## src/rtl/addsub_arbiter.sv

```systemverilog
// addsub_arbiter: two requesters share one 4-bit add/sub datapath (IDLE/EXEC/RESP).
// Define ADDSUB_ARB_RR_EN for round-robin arbitration; default is fixed priority (r0 first).
module addsub_arbiter (
    input  logic       clk,
    input  logic       rst_n,
    input  logic       r0_valid,
    output logic       r0_ready,
    input  logic [3:0] r0_a,
    input  logic [3:0] r0_b,
    input  logic       r0_sub,
    input  logic       r1_valid,
    output logic       r1_ready,
    input  logic [3:0] r1_a,
    input  logic [3:0] r1_b,
    input  logic       r1_sub,
    output logic       rsp_valid,
    input  logic       rsp_ready,
    output logic       rsp_id,
    output logic [3:0] rsp_mag,
    output logic       rsp_neg,
    output logic       rsp_cout,
    output logic       busy
);

    typedef enum logic [1:0] {IDLE, EXEC, RESP} state_t;

    state_t     state, state_nxt;
    logic       grant, last_grant, accept;
    logic [3:0] op_a, op_b;
    logic       op_sub, op_id;
    logic [4:0] sum;
    logic [3:0] s, mag;
    logic       cout, neg;

    // With no request pending the grant parks on the last winner; it is unused then.
    always_comb begin
`ifdef ADDSUB_ARB_RR_EN
        if (r0_valid && r1_valid) grant = ~last_grant;
        else if (r1_valid)        grant = 1'b1;
        else if (r0_valid)        grant = 1'b0;
        else                      grant = last_grant;
`else
        if (r0_valid)             grant = 1'b0;
        else if (r1_valid)        grant = 1'b1;
        else                      grant = last_grant;
`endif
    end

    assign r0_ready = (state == IDLE) && !grant && r0_valid;
    assign r1_ready = (state == IDLE) &&  grant && r1_valid;
    assign accept   = r0_ready || r1_ready;
    assign busy     = (state != IDLE);

    always_comb begin
        state_nxt = state;
        unique case (state)
            IDLE:    if (accept) state_nxt = EXEC;
            EXEC:    state_nxt = RESP;
            RESP:    if (rsp_ready) state_nxt = IDLE;
            default: state_nxt = IDLE;
        endcase
    end

    // Subtraction as A + ~B + 1; a missing carry means the result went negative.
    always_comb begin
        sum  = {1'b0, op_a} + {1'b0, op_b ^ {4{op_sub}}} + {4'b0, op_sub};
        s    = sum[3:0];
        cout = sum[4];
        neg  = op_sub & ~cout;
        mag  = neg ? (~s + 4'd1) : s;
    end

    always_ff @(posedge clk or negedge rst_n) begin
        if (!rst_n) begin
            state      <= IDLE;
            last_grant <= 1'b1;
            op_a       <= '0;
            op_b       <= '0;
            op_sub     <= 1'b0;
            op_id      <= 1'b0;
            rsp_valid  <= 1'b0;
            rsp_id     <= 1'b0;
            rsp_mag    <= '0;
            rsp_neg    <= 1'b0;
            rsp_cout   <= 1'b0;
        end else begin
            state <= state_nxt;
            if (state == IDLE && accept) begin
                op_a       <= grant ? r1_a : r0_a;
                op_b       <= grant ? r1_b : r0_b;
                op_sub     <= grant ? r1_sub : r0_sub;
                op_id      <= grant;
                last_grant <= grant;
            end
            if (state == EXEC) begin
                rsp_valid <= 1'b1;
                rsp_id    <= op_id;
                rsp_mag   <= mag;
                rsp_neg   <= neg;
                rsp_cout  <= cout;
            end
            if (state == RESP && rsp_ready) rsp_valid <= 1'b0;
        end
    end

endmodule

```

## config.mk

```make
export PLATFORM = sky130hd
export DESIGN_NAME = addsub_arbiter
export DESIGN_NICKNAME = d
export VERILOG_FILES = /design/src/rtl/addsub_arbiter.sv
export SDC_FILE = /design/constraint.sdc
export NUM_CORES = 1
export LEC_CHECK = 0
export CAP_MARGIN = 20
export CORE_UTILIZATION = 49
export DETAILED_ROUTE_END_ITERATION = 10
export GPL_TIMING_DRIVEN = 0
export PLACE_DENSITY = 0.84
export SYNTH_ARGS = -nofsm -noshare
export SYNTH_HDL_FRONTEND = slang
export SYNTH_SLANG_ARGS = --single-unit
export TNS_END_PERCENT = 30
```

## constraint.sdc

```tcl
create_clock -name clk -period 4.96 [get_ports clk]
set_clock_uncertainty 0.1 [all_clocks]
set_input_delay 0.496 -clock clk [delete_from_list [all_inputs] [get_ports clk]]
set_output_delay 0.496 -clock clk [all_outputs]
set_load 0.05 [all_outputs]
```

==> results.md <==
* Port bufs at 33
* Commonest cells in the netlist: dfrtp_1 (20), nor2_1 (17), a21oi_1 (16)
* CTS resizes at 0
* Fin Setup TNS at 0 ns
* Total power at 0.00121 W
* Synth Warn # at 0
* HP Class: reg -> reg
* Syn Nets at 139
* Worst EP arrival at between 2 and 2.5 ns
* Largest family of logic cells by synthesized area: simple AND/OR/NAND/NOR gates
* Chip Width at 49.2 um
* Post-Syn Area per Cell at 9.84 sq um
* Measured slew at the worst slew-check pin at 0.922 ns
* Core area at 0.00202 sq mm
* Share of flip-flops with an asynchronous set or reset at 100%
* Fraction of layout cells with a size suffix above 1 at 8.11%
* Total CTS buffers at 3
* Hold_sp: rsp_cout
* Routed vias at 928
* Sequential area share after synthesis at roughly half
* Setup-failing EPs final at 0
* Crit end category: output port
* Worst Path Class, Setup: reg -> out
* Number of setup buffers added after CTS at 0
* Pre-CTS setup slack at around 2.3 ns
* Mux contribution to synthesized area at 11.2%
* Tcrit/Tclk final at 54.4%
* Simple-gate share of the synthesized area at between 10% and 20%
* CP Max Fanout at 5
* Endpoint, Worst Hold: rsp_cout
* DRC viols at 0
* Max Cap Viol at 0
* Ant diodes at 0
* Number of global-route vias before repair at 932
* Initial core utilization at 54.0%
* Highest Clock Rate at 0.371 GHz
* 1st-iter DRT viols at 15
* XOR/XNOR Fraction of Synth Area at approximately 4.8%
* CTS tree: yes
* Die height at 49.2 um
* First-pass GRT wire length at 4020 um
* Clock sink count at 21
* Hold buffers post-CTS at 0
* Power density over the cells at 818 mW/mm^2
* Leading cell type by number of instances after synthesis: dfrtp_1
* Initial antenna violation count at 0
* Vias per cell at 5.30
* RSZ-0062 raised after global routing: no
* Final WS setup at around 2.3 ns
* Worst EP required at 4.36 ns
* Die ar. at approximately 0.0024 sq mm
* Final Slew Violations at 0
* Top post-synthesis cells by area: dfrtp_1 (46%), mux2i_1 (9.2%), a21oi_1 (7.3%)
* Post-synthesis register bit count at 21
* Startpoint types: register
* Detailed Routing Iterations Pass 1 at 4
* Post-Route Utilization at 73.3%
* Synth Flop Type: dfrtp_1
* Synth Instances at between 100 and 150
* GR Overflow Total at 0
* GPL Wtd Cong at 0.755
* H-Tree Level Count at 1
* CTS Buffer Depth at 2
* Routed WL at 2240 um
* Synth Cell Area at 0.00109 sq mm
* NumNets Final at 177
* WL/cell at 12.8 um
* Area Growth Syn to Fin at 35.7%
* Io pins at 34
* Reg2reg path depth at 8
* Final Hold Vio Count at 0
* Max VDD drop at 0.428 mV
* Slack of the worst reg-to-reg path at 2.36 ns
* Post-route ant nets at 0
* Root buffer cell: clkbuf_4
* Post-synth EDFFs at 0
* Status: finished clean
* Worst r2r src: op_sub
* Reg2reg end: rsp_mag[3]
* GR Util All Layers at 22.5%
* Synth Area in Adders at 6.41%
* Cell taking the most area after synthesis: dfrtp_1
* Post-layout min period at 2.70 ns
* Worst Hold Depth at 1
* Distinct cell type count after synthesis at 29
* Clk_lat worst skew at 0.31 ns
* Pin count of the biggest net entering global routing at 22
* Top-area cell type share of the netlist area at a little under half
* Synth Area in Compound Gates at about an eighth
* P_leak at around 0.67 nW
* Worst-path clk slew at roughly 0.11 ns
* Relative slew slack at 38.3%
* Row count at 16
cell type report:
| cell class | instances | area (sq um) |
|---|---|---|
| Fill cell | 152 | 539 |
| Clock buffer | 4 | 26.3 |
| Tap cell | 27 | 33.8 |
| Multi-Input combinational cell | 83 | 536 |
| Buffer | 4 | 18.8 |
| Inverter | 3 | 11.3 |
| Timing Repair Buffer | 33 | 330 |
| Sequential cell | 21 | 527 |
sequential cells by signal (all words and copies together), names as in the netlist:
name        cells
op_b            4
rsp_mag         4
rsp_id          1
rsp_valid       1
last_grant      1
op_id           1
rsp_neg         1
op_sub          1
op_a            4
rsp_cout        1
state           2
cells in the final DEF (no fill, tap or decap), types with 2 or more instances in the layout:
cell type,n
clkdlybuf4s50_1,33
dfrtp_1,20
nor2_1,17
a21oi_1,16
mux2i_1,10
nand2_1,7
xor2_1,4
ha_1,4
nand3_1,3
o21ai_1,3
o21ai_0,3
clkbuf_4,3
buf_2,2
mux2_2,2
xnor2_1,2
inv_1,2
nand2b_1,2
clkbuf_1,2
routing by layer:
layer	GRT usage (%)	share of wire, %
met1	25.6	41
met4	12.7	2.5
met5	0	0
met2	39.0	53
met3	4.36	3.8
power breakdown:
group          switching (W)  internal, W  total [W]
Sequential         0.0000539     0.000260   0.000314
Clock              0.0000534    0.0000314  0.0000848
Combinational       0.000485     0.000329   0.000814
Total               0.000592     0.000621    0.00121
critical path, stage by stage, from the launching register on:
cell and delay, ns:
dfrtp_1 0.42, nor2_1 0.33, nand2_1 0.10, nor2_1 0.13
clkdlybuf4s50_1 0.81
worst max path at each step:
stage / endpoint / start / cells after the start / slack, ns
final: r1_ready / state[1] / 4 / 2.26
after global routing: r0_ready / state[0] / 3 / 2.16
after CTS: r0_ready / state[0] / 3 / 2.26
after detailed placement: r1_ready / r1_valid / 4 / 2.34
after global placement: r0_ready / r0_valid / 3 / 2.38
after floorplan: rsp_mag[3] / op_sub / 8 / 2.58
cells by family (layout without fill, tap and decap cells):
kind of cell,after synthesis,after routing
AOI/OAI and AO/OA,25,25
DFF,21,21
xor gates and xnor gates,6,6
and+or+nand+nor,35,35
muxes,12,12
adders and majority gates,5,5
buffers and inverters,7,44
through the flow:
| stage | instance area, sq um | cells | hold WS [ns] |
|---|---|---|---|
| after detailed placement | 1460 | 171 | 0.367 |
| after global routing | 1480 | 175 | 0.421 |
| after global placement | 1460 | 171 | 0.359 |
| after CTS | 1480 | 175 | 0.394 |
| after floorplan | 1090 | 111 | 0.100 |
| final | 1480 | 175 | 0.389 |
Power figures use the tool's default switching activity.
